===== config.mk =====
export PLATFORM = sky130hd
export DESIGN_NAME = board_ctrl_panel
export DESIGN_NICKNAME = d
export VERILOG_FILES = /design/src/rtl/panel_pkg.sv /design/src/rtl/board_ctrl_panel_btn_debounce.sv /design/src/rtl/board_ctrl_panel.sv
export SDC_FILE = /design/constraint.sdc
export NUM_CORES = 1
export LEC_CHECK = 0
export ABC_AREA = 1
export CORE_MARGIN = 2
export CORE_UTILIZATION = 23
export CTS_CLUSTER_SIZE = 40
export DETAILED_ROUTE_END_ITERATION = 10
export PLACE_DENSITY_LB_ADDON = 0.2
export RECOVER_POWER = 100
export REMOVE_ABC_BUFFERS = 1
export SYNTH_ARGS = -nofsm -noshare
export SYNTH_HDL_FRONTEND = slang
export SYNTH_SLANG_ARGS = --single-unit

===== constraint.sdc =====
create_clock -name clk_i -period 5.66 [get_ports clk_i]
set_input_delay 0.566 -clock clk_i [delete_from_list [all_inputs] [get_ports clk_i]]
set_output_delay 0.566 -clock clk_i [all_outputs]
set_load 0.01 [all_outputs]

===== src/rtl/panel_pkg.sv =====
// panel_pkg: shared LED colours, colour table and default NPU line codes for the operator panel
package panel_pkg;
  localparam int RGB_R = 2;
  localparam int RGB_G = 1;
  localparam int RGB_B = 0;
  localparam logic [2:0] COL_OFF       = 3'b000;
  localparam logic [2:0] COL_RED       = 3'(1 << RGB_R);
  localparam logic [2:0] COL_GREEN     = 3'(1 << RGB_G);
  localparam logic [2:0] COL_BLUE      = 3'(1 << RGB_B);
  localparam logic [2:0] COL_CYAN      = COL_GREEN | COL_BLUE;
  localparam logic [2:0] COL_MAGENTA   = COL_RED | COL_BLUE;
  localparam logic [2:0] COL_YELLOW    = COL_RED | COL_GREEN;
  localparam logic [2:0] COL_WHITE     = COL_RED | COL_GREEN | COL_BLUE;
  // no PWM on the panel LEDs, so dim white lights all three channels like white
  localparam logic [2:0] COL_DIM_WHITE = COL_WHITE;
  localparam logic [7:0][2:0] COL_TABLE = {COL_DIM_WHITE, COL_YELLOW, COL_MAGENTA, COL_RED,
                                           COL_CYAN, COL_BLUE, COL_GREEN, COL_WHITE};
  localparam logic [3:0] LINE_NONE      = 4'd0;
  localparam logic [3:0] IMG_C1_LINE    = 4'd1;
  localparam logic [3:0] FLITER_C1_LINE = 4'd2;
  localparam logic [3:0] FLITER_C3_LINE = 4'd3;
  localparam logic [3:0] WEIGHT_C5_LINE = 4'd4;
  localparam logic [19:0] LINE_TABLE_DEF = {WEIGHT_C5_LINE, FLITER_C3_LINE, FLITER_C1_LINE,
                                            IMG_C1_LINE, LINE_NONE};
endpackage


===== src/rtl/board_ctrl_panel_btn_debounce.sv =====
// btn_debounce: 2-flop synchroniser, stability counter, debounced level and rise pulse for one button
// ports: clk_i, rst_i (sync, active high), btn_i raw button, lvl_o debounced level,
//        pulse_o one-cycle pulse in the first cycle lvl_o is high after a 0->1 flip
module btn_debounce #(
  parameter int DEBOUNCE_CYC = 1000000,
  parameter int CNT_W        = 20
) (
  input  logic clk_i,
  input  logic rst_i,
  input  logic btn_i,
  output logic lvl_o,
  output logic pulse_o
);
  logic s1, s2;
  logic [CNT_W-1:0] cnt;
  logic hit;
  assign hit = cnt == CNT_W'(DEBOUNCE_CYC - 1);
  // the flip happens on the DEBOUNCE_CYC-th consecutive cycle that s2 differs from lvl_o
  always_ff @(posedge clk_i) begin
    if (rst_i) begin
      s1      <= 1'b0;
      s2      <= 1'b0;
      cnt     <= '0;
      lvl_o   <= 1'b0;
      pulse_o <= 1'b0;
    end else begin
      s1      <= btn_i;
      s2      <= s1;
      pulse_o <= 1'b0;
      if (s2 == lvl_o) cnt <= '0;
      else if (hit) begin
        cnt     <= '0;
        lvl_o   <= s2;
        pulse_o <= s2;
      end else cnt <= cnt + CNT_W'(1);
    end
  end
endmodule


===== src/rtl/board_ctrl_panel.sv =====
// board_ctrl_panel: operator front panel - button debounce, switch sync, priority mode, wrap selector, RGB LEDs
// ports: clk_i, rst_i (sync, active high), sw_i raw switches, btn_i raw buttons, line_code_i line table,
//        mode_o one-hot mode, btn_lvl_o/btn_pulse_o debounced buttons, sel_idx_o selector index,
//        npu_w_line_o selected line code, sel_step_o index-change pulse, led_o {r,g,b} per mode
module board_ctrl_panel
  import panel_pkg::*;
#(
  parameter int N_SW         = 4,
  parameter int N_BTN        = 4,
  parameter int N_SEL        = 5,
  parameter int SEL_W        = 3,
  parameter int LINE_W       = 4,
  parameter int SEL_MODE     = 0,
  parameter int INC_BTN      = 0,
  parameter int DEC_BTN      = 1,
  parameter int DEBOUNCE_CYC = 1000000,
  parameter int CNT_W        = 20
) (
  input  logic                    clk_i,
  input  logic                    rst_i,
  input  logic [N_SW-1:0]         sw_i,
  input  logic [N_BTN-1:0]        btn_i,
  input  logic [N_SEL*LINE_W-1:0] line_code_i,
  output logic [N_SW-1:0]         mode_o,
  output logic [N_BTN-1:0]        btn_lvl_o,
  output logic [N_BTN-1:0]        btn_pulse_o,
  output logic [SEL_W-1:0]        sel_idx_o,
  output logic [LINE_W-1:0]       npu_w_line_o,
  output logic                    sel_step_o,
  output logic [3*N_SW-1:0]       led_o
);
  localparam logic [SEL_W-1:0] SEL_MAX = SEL_W'(N_SEL - 1);
  logic [N_SW-1:0] sw_m, sw_s, mode_nx;
  logic [SEL_W-1:0] idx_nx;
  logic [3*N_SW-1:0] led_nx;
  logic sel_on, inc, dec;
  for (genvar b = 0; b < N_BTN; b++) begin : g_db
    btn_debounce #(.DEBOUNCE_CYC(DEBOUNCE_CYC), .CNT_W(CNT_W)) u_db (
      .clk_i  (clk_i),
      .rst_i  (rst_i),
      .btn_i  (btn_i[b]),
      .lvl_o  (btn_lvl_o[b]),
      .pulse_o(btn_pulse_o[b])
    );
  end
  // later iterations overwrite earlier ones, so the highest asserted switch wins
  always_comb begin
    mode_nx = '0;
    for (int k = 0; k < N_SW; k++) if (sw_s[k]) mode_nx = N_SW'(1) << k;
  end
  assign sel_on = mode_o[SEL_MODE];
  assign inc    = btn_pulse_o[INC_BTN] & ~btn_pulse_o[DEC_BTN];
  assign dec    = btn_pulse_o[DEC_BTN] & ~btn_pulse_o[INC_BTN];
  always_comb begin
    idx_nx = !sel_on ? sel_idx_o :
             inc     ? (sel_idx_o == SEL_MAX ? '0 : sel_idx_o + SEL_W'(1)) :
             dec     ? (sel_idx_o == '0 ? SEL_MAX : sel_idx_o - SEL_W'(1)) : sel_idx_o;
  end
  always_comb begin
    led_nx = '0;
    for (int k = 0; k < N_SW; k++)
      led_nx[3*k +: 3] = !mode_o[k] ? COL_OFF : (k == SEL_MODE) ? COL_TABLE[3'(sel_idx_o)] : COL_WHITE;
  end
  always_ff @(posedge clk_i) begin
    if (rst_i) begin
      sw_m         <= '0;
      sw_s         <= '0;
      mode_o       <= '0;
      sel_idx_o    <= '0;
      sel_step_o   <= 1'b0;
      npu_w_line_o <= '0;
      led_o        <= '0;
    end else begin
      sw_m         <= sw_i;
      sw_s         <= sw_m;
      mode_o       <= mode_nx;
      sel_idx_o    <= idx_nx;
      sel_step_o   <= idx_nx != sel_idx_o;
      npu_w_line_o <= sel_on ? line_code_i[sel_idx_o*LINE_W +: LINE_W] : '0;
      led_o        <= led_nx;
    end
  end
endmodule


==> impl_metrics.ini, run 1 <==
[clock_network]
htreeDepth = 4
ctsHoldBuffers = 0
ctsResizeCount = 0
clockBufferDepth = 2
clock_latency_ns = 0.42
cts_tree = yes
cts.reportedPaths.clkPinSlew_ns = 0.06
numCtsBuffers = 17
post_cts_buffers = 0
cts_root_buf = clkbuf_16
cts_sinks = 122

[sta]
relSlewSlack_pct = -1.55
fin_crit_ns = 2.66
clock_skew_ns = 0.0118
drv_slew = 36
worst_pin_slew_ns = 1.52
fin_hold_ws_ns = 0.400
finalHoldViolCount = 0
post-route-period-util_pct = 47.1
fin_setup_tns_ns = 0
rsz0062_at_grt = false
setup-violations-final = 0
max_clock_freq_mhz = 375

[worst_hold_path]
hold_path_class = flip-flop to flip-flop
min_to = g_db[0].u_db.s2
hold_depth = 2
hold_start = g_db[0].u_db.s1

[synthesis]
synth_cell_types = 41
synth_seq_area_share_pct = 41.6
synth_top_family_by_area = simple AND/OR/NAND/NOR gates
ys_warn_count = 0
synthCells = 809
synth.area.mux_share_pct = 0
synth-seq-cells = 122
syn_area_um2 = 5870
synth_xor_area_share_pct = 3.28
yosys.area_share.simple_pct = 35.2
syn_avg_cell_area_um2 = 7.25
synth_adder_area_share_pct = 2.13
synth-compound-area-share_pct = 7.32

[final_layout]
antenna_cells = 0
design_area_um2 = 7240
final_cell_mix = nand2_1 (154), nor2_1 (139), dfxtp_1 (122), inv_1 (102), a21oi_1 (47)
stdcell_count = 1204
area_growth_pct = 23.4
layout.nets = 901
final_common_cell = nand2_1
drive_gt1_share_pct = 8.35

[critical_path]
path_class = primary input to flip-flop
crit-reg2reg-launch = g_db[1].u_db.cnt[0]
crit_fanout = 35
critPathRequiredTime_ns = 5.93
endpoint_kind = flip-flop
reg2regPathDepth = 8
r2r-end = g_db[1].u_db.cnt[18]
r2r_slack_ns = 3.32
cp-start-kind = primary input
cp_data_arrival_time_ns = 2.94

[status]
status = finished, violations left
violations = max-capacitance violations, max-slew violations

[die]
fp-row-count = 58
die-area_um2 = 26800
start_util_pct = 23.4
core_region_area_um2 = 25100
die_w_um = 164
die_height_um = 164
io_pins = 62

[global_routing]
grt_max_degree = 36
grt_pass1_vias = 4857
grt_overflow = 0
use_met3_pct = 2.78
grt_use_met1_pct = 14.2
grt_usage_pct = 10.5
grt_pass1_wl_um = 22800
gr-usage-met2_pct = 16.2
top_usage_layer = met2
antenna_found_initial = 0

[place]
hpwl_um = 9730
dp.cells = 1172
placed_area_um2 = 6680
port_buffers = 61
gp_congestion = 0.792

[power_and_ir_drop]
power_density_nw_per_um2 = 281
p_leak_nw = 2.60
peakVddDrop_mv = 0.135
finalPower_mw = 2.04

[drt]
wl_per_cell_um = 11.0
drtIter0Drc = 210
viasPerCell = 4.12
drc = 0
drt_wl_total_um = 13200
drtAntennaViolNets = 0
vias = 4962
drt_pass1_iterations = 4

[flow_run]
drv_cap = 1
report_power, final:
| group | switching, mW | total, mW | internal, mW |
|---|---|---|---|
| Clock | 0.407 | 1.12 | 0.712 |
| Sequential | 0.00397 | 0.871 | 0.867 |
| Combinational | 0.0215 | 0.0468 | 0.0253 |
Yosys cell counts (all sizes together):
master,n,area (um2)
nand2,163,642
nor2,152,641
dfxtp,122,2440
inv,109,409
a21oi,48,255
nand3,42,248
nor3,34,206
nand4,23,144
buf,22,180
o21ai,22,110
xor2,16,140
ha,10,125
nand3b,8,60.1
clkbuf,6,22.5
nor3b,6,55.1
xnor2,6,52.6
or2,5,31.3
nor4,4,25.0
o22ai,4,25.0
a211oi,2,15.0
a21o,1,7.51
and3,1,6.26
o2111ai,1,8.76
o211ai,1,7.51
or3,1,6.26
state kept, by name (all words and copies together), names as in the netlist:
register / count
g_db.u_db.cnt: 80
led_o: 6
g_db.u_db.lvl_o: 4
g_db.u_db.pulse_o: 4
g_db.u_db.s1: 4
g_db.u_db.s2: 4
mode_o: 4
npu_w_line_o: 4
sw_m: 4
sw_s: 4
sel_idx_o: 3
sel_step_o: 1
how the worst max path moves through the flow:
| stage | end | cells after the start | start | slack [ns] |
|---|---|---|---|---|
| after global placement | g_db[2].u_db.cnt[17] | 4 | rst_i | 3.50 |
| final | g_db[3].u_db.cnt[12] | 4 | rst_i | 3.00 |
| after global routing | g_db[1].u_db.cnt[7] | 4 | rst_i | 2.62 |
| after detailed placement | sel_step_o | 12 | sel_idx_o[0] | 3.46 |
| after CTS | sel_idx_o[0] | 1 | sel_idx_o[0] | 3.38 |
| after floorplan | sel_step_o | 13 | sel_idx_o[0] | 3.76 |
critical path, cell delays in order:
cell and delay, ns:
clkbuf_1 1.07, inv_1 0.37, nand3_1 0.80, nor2_1 0.10
layout make-up:
cell class | instances | area, um2
well taps | 330 | 413
multi-input cells | 550 | 2770
repair buffers | 61 | 604
clock buffers | 20 | 457
inverters | 109 | 409
flip-flops and latches | 122 | 2440
clock inverters | 12 | 148
fillers | 2791 | 17900
logic make-up (layout without fill, tap and decap cells):
logic type / Yosys count / in the layout
and+or+nand+nor: 439 / 439
buffers and inverters: 137 / 202
DFF: 122 / 122
xor gates and xnor gates: 22 / 22
AOI/OAI and AO/OA: 79 / 79
adders and majority gates: 10 / 10
stage by stage:
| stage | setup slack, ns | utilization [%] |
|---|---|---|
| floorplan | 3.76 | - |
| global placement | 3.50 | 26.6 |
| detailed placement | 3.46 | 26.6 |
| CTS | 3.38 | 29.0 |
| global route | 2.62 | 28.8 |
| finish | 3.00 | 28.8 |
layer usage:
metal / vias up / part of all wire, %
met4: 0 / 1.2
met5: - / 0
met2: 61 / 44
met1: 2217 / 51
li1: 2672 / -
met3: 12 / 3.6
(Power assumes the default switching activity.)
==> inputs of run 2 (changes only) <==
==> constraint.sdc (replaced) <==
create_clock -name clk_i -period 2.2 [get_ports clk_i]
set_input_delay 0.22 -clock clk_i [delete_from_list [all_inputs] [get_ports clk_i]]
set_output_delay 0.22 -clock clk_i [all_outputs]
set_load 0.01 [all_outputs]
==> impl_metrics.ini, run 2 (synthesis results as in run 1) <==
[status]
status = finished, final reports clean

[place]
gp_congestion = 0.751
hpwl_um = 9690
post-place-ws_ns = 0.422
port_buffers = 61

[clock_network]
cts_root_buf = clkbuf_16
numCtsBuffers = 17
cts_tree = yes
cts.reportedPaths.clkPinSlew_ns = 0.06
ctsHoldBuffers = 0
clock_latency_ns = 0.42
post_cts_buffers = 0
htreeDepth = 4
ctsResizeCount = 0
cts_sinks = 122
clockBufferDepth = 2

[die]
core_region_area_um2 = 25100
start_util_pct = 23.4
die_w_um = 164
io_pins = 62
fp-row-count = 58
die-area_um2 = 26800
die_height_um = 164

[sta]
setup_ws_ns = 0.326
post-route-period-util_pct = 85.2
relSlewSlack_pct = 27.0
fin_setup_tns_ns = 0
setup-violations-final = 0
clock_skew_ns = 0.0188
rsz0062_at_grt = false
max_clock_freq_mhz = 534
finalHoldViolCount = 0
fin_crit_ns = 1.87
drv_slew = 0
worst_pin_slew_ns = 1.10

[global_routing]
antenna_found_initial = 0
grt_pass1_vias = 4561
grt_overflow = 0
grt_pass1_wl_um = 22000
grt_usage_pct = 10.3
grt_max_degree = 23

[final_layout]
fin_util_pct = 28.9
top_regs = g_db.u_db.cnt x80, led_o x6
multiInputGateArea_um2 = 2760
largest_reg_flops = 80
antenna_cells = 0
drive_gt1_share_pct = 7.62
final_common_cell = nand2_1
final-seq-area_um2 = 2440
area_growth_pct = 23.7
regMostFlops = g_db.u_db.cnt
layout.nets = 908
final_cell_mix = nand2_1 (156), nor2_1 (143), dfxtp_1 (122), inv_1 (104), a21oi_1 (46)
fill_cells = 2773

[worst_hold_path]
hold_path_class = primary input to flip-flop

[drt]
drc = 0
drt_wl_total_um = 13200
drtAntennaViolNets = 0
drt_pass1_iterations = 4
drtIter0Drc = 246
vias = 4966
viasPerCell = 4.11
wl_per_cell_um = 10.9

[power_and_ir_drop]
p_leak_nw = 2.62
finalPower_mw = 5.18
power_density_nw_per_um2 = 713
peakVddDrop_mv = 0.445

[critical_path]
path_class = flip-flop to flip-flop
cp_cell_sequence = ha_1 -> nand2_1 -> nor2_4 -> nand2_1 -> nor2_1 -> nand3_2 -> nand3_2 -> nor3_1
cp_data_arrival_time_ns = 2.15
endpoint_kind = flip-flop
slowest_delay_ns = 0.39
crit_fanout = 20
cp-start-kind = flip-flop
critPathRequiredTime_ns = 2.47
crit_path_top_delay_cell = dfxtp_1

[flow_run]
drv_cap = 0
## run 2: critical path, delay by kind of cell (launching register included)
family                     cells  cell delay, ns
DFF                            1            0.39
adders and majority gates      1            0.19
and+or+nand+nor                7            1.16
## run 2: metrics by stage
stage / cells / hold slack (ns) / cell area [um2]
2_1_floorplan: 781 / 0.289 / 5660
3_5_place_dp: 1179 / 0.392 / 6730
4_1_cts: 1209 / 0.282 / 7320
5_1_grt: 1209 / 0.348 / 7260
3_3_place_gp: 1179 / 0.393 / 6730
6_report: 1209 / 0.339 / 7260
## run 2: path summary, 6_finish.rpt
path / startpoint / to / slack, ns / cells after the start
worst min-delay path: rst_i / sel_idx_o[0] / 0.34 / 4
worst max register to register: g_db[1].u_db.cnt[0] / g_db[1].u_db.cnt[2] / 0.33 / 8
worst max-delay path: g_db[1].u_db.cnt[0] / g_db[1].u_db.cnt[2] / 0.33 / 8
worst min register to register: sw_m[0] / sw_s[0] / 0.40 / 2
## run 2: area by class of cell
| class | instances | share of cell area [%] |
|---|---|---|
| inverter | 109 | 5.64 |
| sequential | 122 | 33.7 |
| clock buffer | 19 | 6.10 |
| clock inverter | 11 | 2.03 |
| tap | 330 | 5.69 |
| multi-input combinational | 550 | 38.1 |
| timing repair buffer | 68 | 8.81 |
## run 2: power by group
group,switching (mW),total [mW],internal [mW]
sequential,0.0109,2.24,2.23
combinational,0.0584,0.123,0.0647
clock,1.01,2.81,1.80
total,1.08,5.18,4.09
## run 2: layer usage
layer / up-vias / GRT usage (%) / wire, um
met4: 0 / 2.63 / 91
met1: 2216 / 14.1 / 6940
met5: - / 0 / 0
met3: 4 / 3.13 / 402
li1: 2682 / - / -
met2: 64 / 15.5 / 5790
